==> src/rtl/pipe_phy_responder.sv <==
// PHY-side PIPE command responder: answers PowerDown, receiver-detect and Rate commands
// with PhyStatus/RxStatus. Optional RxElectricalIdle model under `PIPE_RESP_ELECIDLE_EN`.
module pipe_phy_responder #(
  parameter int                     LANESNUMBER     = 16,
  parameter int                     PD_LATENCY      = 4,
  parameter int                     DETECT_LATENCY  = 20,
  parameter int                     RATE_LATENCY    = 8,
  parameter int                     RESET_HOLD      = 6,
  parameter logic [LANESNUMBER-1:0] RX_PRESENT_MASK = {LANESNUMBER{1'b1}}
) (
  input  logic                       CLK,
  input  logic                       lpreset,
  input  logic [4*LANESNUMBER-1:0]   PowerDown,
  input  logic [3:0]                 Rate,
  input  logic [LANESNUMBER-1:0]     TxDetectRx_Loopback,
  input  logic [LANESNUMBER-1:0]     TxElecIdle,
  output logic [LANESNUMBER-1:0]     PhyStatus,
  output logic [3*LANESNUMBER-1:0]   RxStatus,
  output logic [LANESNUMBER-1:0]     RxElectricalIdle,
  output logic                       busy
);

  localparam logic [7:0] PD_LOAD   = 8'(PD_LATENCY - 1);
  localparam logic [7:0] DET_LOAD  = 8'(DETECT_LATENCY - 1);
  localparam logic [7:0] RATE_LOAD = 8'(RATE_LATENCY - 1);
  localparam logic [7:0] HOLD_LOAD = 8'(RESET_HOLD - 1);
  localparam logic [3:0] PD_P0     = 4'd0;
  localparam logic [3:0] PD_P1     = 4'd2;

  typedef enum logic [1:0] {IDLE, PD_WAIT, DET_WAIT, DET_HOLD} lane_state_e;

  logic       hold_q;
  logic [7:0] hold_cnt_q;
  logic [3:0] rate_shadow_q;
  logic       rate_act_q;
  logic [7:0] rate_cnt_q;
  logic       hold_last;
  logic       rate_change;
  logic       rate_fire;
  logic [LANESNUMBER-1:0] lane_busy;

  assign hold_last   = hold_q && (hold_cnt_q == 8'd0);
  assign rate_change = (Rate != rate_shadow_q);
  // A rate change in the terminal cycle reloads the count instead of firing.
  assign rate_fire   = !hold_q && rate_act_q && !rate_change && (rate_cnt_q == 8'd0);

  always_ff @(posedge CLK or posedge lpreset) begin
    if (lpreset) begin
      hold_q        <= 1'b1;
      hold_cnt_q    <= HOLD_LOAD;
      rate_shadow_q <= 4'd0;
      rate_act_q    <= 1'b0;
      rate_cnt_q    <= 8'd0;
    end else begin
      rate_shadow_q <= Rate;
      if (hold_q) begin
        rate_act_q <= 1'b0;
        if (hold_last) hold_q <= 1'b0;
        else           hold_cnt_q <= hold_cnt_q - 8'd1;
      end else if (rate_change) begin
        rate_act_q <= 1'b1;
        rate_cnt_q <= RATE_LOAD;
      end else if (rate_act_q) begin
        if (rate_cnt_q == 8'd0) rate_act_q <= 1'b0;
        else                    rate_cnt_q <= rate_cnt_q - 8'd1;
      end
    end
  end

  for (genvar gi = 0; gi < LANESNUMBER; gi++) begin : g_lane
    lane_state_e state_q;
    logic [3:0]  pd_shadow_q;
    logic [7:0]  cnt_q;
    logic        phy_q;
    logic [2:0]  rxs_q;
    logic [3:0]  pd_lane;
    logic        det;
    logic        pd_change;

    assign pd_lane   = PowerDown[4*gi +: 4];
    assign det       = TxDetectRx_Loopback[gi];
    assign pd_change = (pd_lane != pd_shadow_q);

    always_ff @(posedge CLK or posedge lpreset) begin
      if (lpreset) begin
        state_q     <= IDLE;
        pd_shadow_q <= 4'd0;
        cnt_q       <= 8'd0;
        phy_q       <= 1'b1;
        rxs_q       <= 3'b000;
      end else begin
        phy_q <= rate_fire;
        rxs_q <= 3'b000;
        if (hold_q) begin
          state_q     <= IDLE;
          pd_shadow_q <= pd_lane;
          phy_q       <= !hold_last;
        end else begin
          case (state_q)
            IDLE: begin
              if (pd_change) begin
                pd_shadow_q <= pd_lane;
                cnt_q       <= PD_LOAD;
                state_q     <= PD_WAIT;
              end else if (det && pd_lane == PD_P1) begin
                cnt_q   <= DET_LOAD;
                state_q <= DET_WAIT;
              end
            end
            PD_WAIT: begin
              if (pd_change) begin
                pd_shadow_q <= pd_lane;
                cnt_q       <= PD_LOAD;
              end else if (cnt_q == 8'd0) begin
                phy_q   <= 1'b1;
                state_q <= IDLE;
              end else begin
                cnt_q <= cnt_q - 8'd1;
              end
            end
            DET_WAIT: begin
              // Abort leaves the shadow untouched so IDLE picks up any PowerDown change.
              if (!det || pd_lane != PD_P1) begin
                state_q <= IDLE;
              end else if (cnt_q == 8'd0) begin
                phy_q   <= 1'b1;
                rxs_q   <= RX_PRESENT_MASK[gi] ? 3'b011 : 3'b000;
                state_q <= DET_HOLD;
              end else begin
                cnt_q <= cnt_q - 8'd1;
              end
            end
            DET_HOLD: begin
              if (!det) state_q <= IDLE;
            end
            default: state_q <= IDLE;
          endcase
        end
      end
    end

    assign PhyStatus[gi]        = phy_q;
    assign RxStatus[3*gi +: 3]  = rxs_q;
    assign lane_busy[gi]        = (state_q != IDLE);

`ifdef PIPE_RESP_ELECIDLE_EN
    logic eidle_q;
    always_ff @(posedge CLK or posedge lpreset) begin
      if (lpreset) eidle_q <= 1'b1;
      else         eidle_q <= !(RX_PRESENT_MASK[gi] && pd_lane == PD_P0 && !TxElecIdle[gi]);
    end
    assign RxElectricalIdle[gi] = eidle_q;
`endif
  end

`ifndef PIPE_RESP_ELECIDLE_EN
  logic unused_tx_elec_idle;
  assign unused_tx_elec_idle = ^TxElecIdle;
  assign RxElectricalIdle    = '0;
`endif

  assign busy = hold_q | rate_act_q | (|lane_busy);

endmodule

==> config.mk <==
export PLATFORM = sky130hd
export DESIGN_NAME = pipe_phy_responder
export DESIGN_NICKNAME = d
export VERILOG_FILES = /design/src/rtl/pipe_phy_responder.sv
export SDC_FILE = /design/constraint.sdc
export NUM_CORES = 1
export LEC_CHECK = 0
export ABC_CLOCK_PERIOD_IN_PS = 11300
export CAP_MARGIN = 20
export CELL_PAD_IN_SITES_DETAIL_PLACEMENT = 1
export CELL_PAD_IN_SITES_GLOBAL_PLACEMENT = 1
export CORE_AREA = 10 10 152 294
export DETAILED_ROUTE_END_ITERATION = 6
export DIE_AREA = 0 0 162 304
export HOLD_SLACK_MARGIN = 0.08
export PLACE_DENSITY_LB_ADDON = 0.1
export SLEW_MARGIN = 20
export SYNTH_ARGS = -nofsm -noshare
export SYNTH_HDL_FRONTEND = slang
export SYNTH_SLANG_ARGS = --single-unit
==> constraint.sdc <==
create_clock -name CLK -period 11.3 [get_ports CLK]
set_clock_uncertainty 0.15 [all_clocks]
set_input_delay 1.695 -clock CLK [delete_from_list [all_inputs] [get_ports CLK]]
set_output_delay 1.695 -clock CLK [all_outputs]
set_load 0.01 [all_outputs]
After elaboration in Yosys (flattened, before gate mapping)
Cells that the tools add are included.

Bits in registers: 310.

$add $sub $neg: 18. Multiplexer cells: 441. Reduce and logical (&&, ||, !) cells: 221. Equal/unequal tests: 210. Bitwise operators: 4.

Operators by type and width (number): $mux W8 (83); $mux W2 (192); $pmux W8 S3 (16); $mux W4 (48); $ne A3 B3 Y1 const B (64); $logic_not A8 Y1 (18); $sub A8 B1 Y8 const B (18); $ne A4 B4 Y1 const B (32); $pmux W2 S4 (16); $reduce_bool A2 Y1 (49); $reduce_and A5 Y1 (16); $mux W1 (70); $ne A4 B4 Y1 (17); $eq A2 B2 Y1 const B (32); $eq A4 B2 Y1 const B (16); $ne A4 B2 Y1 const B (16); $reduce_and A4 Y1 (16); $reduce_bool A3 Y1 (16); $ne A2 B2 Y1 const B (17); $reduce_and A2 Y1 (17); $eq A2 B1 Y1 const B (16); $logic_not A2 Y1 (16); $pmux W1 S2 (16); $reduce_or A2 Y1 (16); 7 further kinds (61).

Longest topological paths before layout
Depth in word-level cells: 8. Gate-level depth with buffers: 9.

Worst setup path before layout
Ideal clock, no wire load.

Path type: input -> register. From: input PowerDown[21]. To: register g_lane[5].cnt_q[1]. Arrival time: 3.500 ns. Data required time: 11.024 ns. Buffers on the path: 1. Stages: 7. Setup slack: 7.524 ns. Path through: xor2_1 nor4_1 a21oi_1 o21ai_0 clkbuf_1 a31oi_1 o32a_1.

Word-level cells in the longest chain between the ends: 4. Elaborated cells between the ends (all ways): 11.

RTL lines: start: declaration (line 13) `input logic [4*LANESNUMBER-1:0] PowerDown,`; $eq A4 B2 Y1 / $ne A4 B2 Y1 (equally long branches) (line 105, 123); $logic_and A1 B1 Y1 / $logic_or A1 B1 Y1 (equally long branches) (line 105, 123); $ne A3 B3 Y1 (no line) / $ne A2 B2 Y1 (equally long branches); $reduce_and A4 Y1 (no line); end signal: assignment (line 118) `cnt_q <= cnt_q - 8'd1;`; end signal: assignment (line 130) `cnt_q <= cnt_q - 8'd1;`; end: declaration (line 73) `logic [7:0] cnt_q;`.

Several ways; a longest one is shown, not always the timed one. A chain may end at the register's enable or synchronous reset.

Worst setup path after layout
From: register g_lane[8].state_q[0]. To: output busy.

Word-level cells in the longest chain between the ends: 3.

RTL lines: start: declaration (line 71) `lane_state_e state_q;`; start signal: assignment (line 86) `state_q <= IDLE;`; start signal: assignment (line 95) `state_q <= IDLE;`; start signal: assignment (line 104) `state_q <= PD_WAIT;`; $reduce_bool A2 Y1 (line 144) `assign lane_busy[gi] = (state_q != IDLE);`; $reduce_or A16 Y1 (line 162) `assign busy = hold_q | rate_act_q | (|lane_busy);`; $or A1 B1 Y1 (line 162); end: declaration (line 20) `output logic busy`.

Every way passes these cells.

==> impl_metrics.py <==
metrics = {
    "place": {
        "place_hpwl_um": 38000,
        "port_buffers": 134,
        "gp_congestion": 0.8193,
        "dpl.cell_count": 2549,
    },
    "clock_tree": {
        "cts.repair.resized": 0,
        "h-tree-depth": 1,
        "cts.clk_slew.worst_paths_ns": 0.06,
        "cts_buffers": 29,
        "clk_path_buf_depth": 3,
        "clock_sinks": 278,
        "post-cts-setup-buffers": 0,
        "cts_tree": "done",
        "clk-insertion-delay-late_ns": 0.57,
        "cts_root_buf": "clkbuf_16",
        "cts_hold_buf": 0,
    },
    "setup_path": {
        "cp.arrival_ns": 3.09,
        "startpoint": "g_lane[8].state_q[0]$_DFFE_PP0P_",
        "r2r-start": "hold_q$_DFF_PP1_",
        "worstPathMaxFanout": 8,
        "required_ns": 9.46,
        "start_kind": "register",
        "cp-end-kind": "output port",
        "crit_type": "register to output port",
    },
    "route": {
        "drtIter0Drc": 514,
        "viasPerCell": 5.774,
        "wl_per_cell_um": 19.10,
        "wirelength_um": 49690,
        "via_count": 15020,
        "drc": 0,
        "drtAntennaViolNets": 0,
        "dr.pass1.iters": 4,
    },
    "sta": {
        "fmax_ghz": 0.2025,
        "period_share": 0.4370,
        "setup_viol": 0,
        "setup_tns_ns": 0,
        "worst_pin_slew_ns": 0.9839,
        "slew_viol_final": 0,
        "finalWorstPathRequiredPeriod_ns": 4.939,
        "slew_headroom": 0.3386,
        "hold_viol": 0,
        "grt_setup_unrepaired": "no",
    },
    "yosys": {
        "synthMuxAreaShare": 0.04643,
        "post-synth-top-area-cell": "dfrtp_1",
        "synth_xor_area_frac": 0.04898,
        "avgSynthCellArea_um2": 9.103,
        "synth_top_family_by_area": "simple AND/OR/NAND/NOR gates",
        "synthTopCellsByArea": "dfrtp_1, ha_1, o21ai_0",
        "yosysWarnings": 0,
        "syn_area_um2": 17700,
        "synth_fa_ha_area_frac": 0.06643,
        "synth_compound_area_frac": 0.1858,
        "syn_inst": 1945,
        "synthFlopType": "dfrtp_1",
        "synth.top_cell.area_share": 0.3661,
        "ys_async_sr_fraction": 1.000,
        "yosysSeqAreaShare": 0.3943,
        "ys_seq_elements": 278,
        "synth_edf_count": 0,
        "synthSimpleGateAreaFrac": 0.1976,
        "yosysUniqueCellTypes": 81,
    },
    "grt": {
        "track_usage": 0.1979,
        "grt_pass1_vias": 16490,
        "grt_pass1_wl_um": 82390,
        "antenna_found_initial": 3,
        "grt.overflow.total": 0,
        "grt_max_degree": 98,
    },
    "floorplan": {
        "rows": 104,
        "die_w_um": 162,
        "die_area_um2": 49250,
        "fp.dieH_um": 304,
        "core_area_um2": 40080,
        "ios": 183,
        "initial_utilization": 0.4417,
    },
    "worst_hold_path": {
        "min_path_type": "register to register",
        "hp-start": "hold_cnt_q[4]$_DFFE_PP0P_",
    },
    "power_and_ir_drop": {
        "powerDensity_nw_per_um2": 264.6,
        "leakage_uw": 0.008677,
        "max-vdd-ir-drop_uv": 142.3,
    },
    "cells_and_area": {
        "utilization": 0.5071,
        "fin_cells": 2602,
        "final_layout_size_suffix_gt1_frac": 0.09126,
        "layout_common_cells": "dfrtp_1, nor2_1, o21ai_0",
        "fin_nets": 2246,
        "layout_commonest_cell": "dfrtp_1",
        "n_fill_cell": 4747,
        "syn_to_final_growth_pct": 14.81,
    },
    "run_status": {
        "status": "finished, final reports clean",
    },
    "run": {
        "maxCapViolCount": 0,
    },
}
## area by class of cell
type,instances,area [um^2],area share
Antenna cell,1,2.502,0.0001231
Inverter,112,427.9,0.02105
Clock inverter,8,147.6,0.007264
Timing Repair Buffer,151,1469,0.07227
Clock buffer,44,852.1,0.04192
Multi-Input combinational cell,1478,9779,0.4811
Sequential cell,278,6984,0.3436
Tap cell,530,663.1,0.03263
## metrics by stage
stage / setup slack [ns] / power, uW / area [um^2] / hold slack, ns
4_1_cts: 6.258 / 5445 / 20320 / 0.3246
3_3_place_gp: 6.654 / 4243 / 19320 / 0.3015
6_report: 6.361 / 5378 / 20330 / 0.3192
3_5_place_dp: 6.620 / 4376 / 19320 / 0.3109
5_1_grt: 6.237 / 5851 / 20330 / 0.3414
2_1_floorplan: 1.821 / 3645 / 17820 / 0.2836
## registers in the layout (all words and copies together), names as in the netlist
register,count
g_lane.cnt_q,128
g_lane.pd_shadow_q,64
g_lane.phy_q,16
g_lane.rxs_q,16
g_lane.state_q,32
hold_cnt_q,8
hold_q,1
rate_act_q,1
rate_cnt_q,8
rate_shadow_q,4
## layer usage
| metal | global-route usage | vias to the layer above | wire length (um) |
|---|---|---|---|
| li1 | - | 7147 | - |
| met1 | 0.1900 | 7588 | 17940 |
| met2 | 0.4095 | 215 | 28870 |
| met3 | 0.02709 | 70 | 1576 |
| met4 | 0.05906 | 4 | 1270 |
| met5 | 0 | - | 31 |
## Yosys cell counts, drive strengths merged (8+ instances only)
master,n
dfrtp,259
nor2,196
o21ai,171
nand2,147
inv,111
ha,94
a21oi,88
nor3,71
buf,70
mux2,65
xor2,51
xnor2,48
nor4,39
clkbuf,38
a22o,29
nand2b,29
a31oi,28
or3,28
a211oi,26
nand3,24
o31ai,23
or4,21
o2bb2ai,20
dfstp,19
nand4,18
o211ai,16
or2,16
and2,14
nor2b,14
nor3b,14
or4b,10
mux2i,9
o21a,9
nand4bb,8
o211a,8
## logic make-up (layout without fill, tap and decap cells)
logic type	Yosys count	in the layout
AOI/OAI and AO/OA	500	500
other	1	33
adders and majority gates	94	94
xor gates and xnor gates	99	99
buffers and inverters	220	315
muxes	74	74
DFF	278	278
and+or+nand+nor	679	679
## report_power, final
group / leakage, uW / internal, uW / total (uW) / switching, uW
Sequential: 0.00348 / 1310 / 1590 / 285
Clock: 0.000491 / 609 / 1030 / 418
Combinational: 0.00470 / 1140 / 2760 / 1610
Total: 0.00868 / 3060 / 5380 / 2310
## path summary, 6_finish.rpt
check,endpoint,slack (ns),cells after the start
min reg2reg,hold_cnt_q[4]$_DFFE_PP0P_,0.32,1
min in group asynchronous,g_lane[6].cnt_q[7]$_DFFE_PP0P_,1.49,2
max reg2reg,hold_cnt_q[6]$_DFFE_PP0P_,8.12,7
max,busy,6.36,6
min,hold_cnt_q[4]$_DFFE_PP0P_,0.32,1
max in group asynchronous,g_lane[10].pd_shadow_q[3]$_DFFE_PP0P_,7.40,4
## critical path, cell delays in order (launching register included)
cell and delay (ns):
dfrtp_1 0.40, inv_1 0.11, ha_1 0.48, and4_1 0.34
nand3_1 0.09, or4_1 0.54, clkdlybuf4s50_1 0.56
Power figures use the tool's default switching activity.
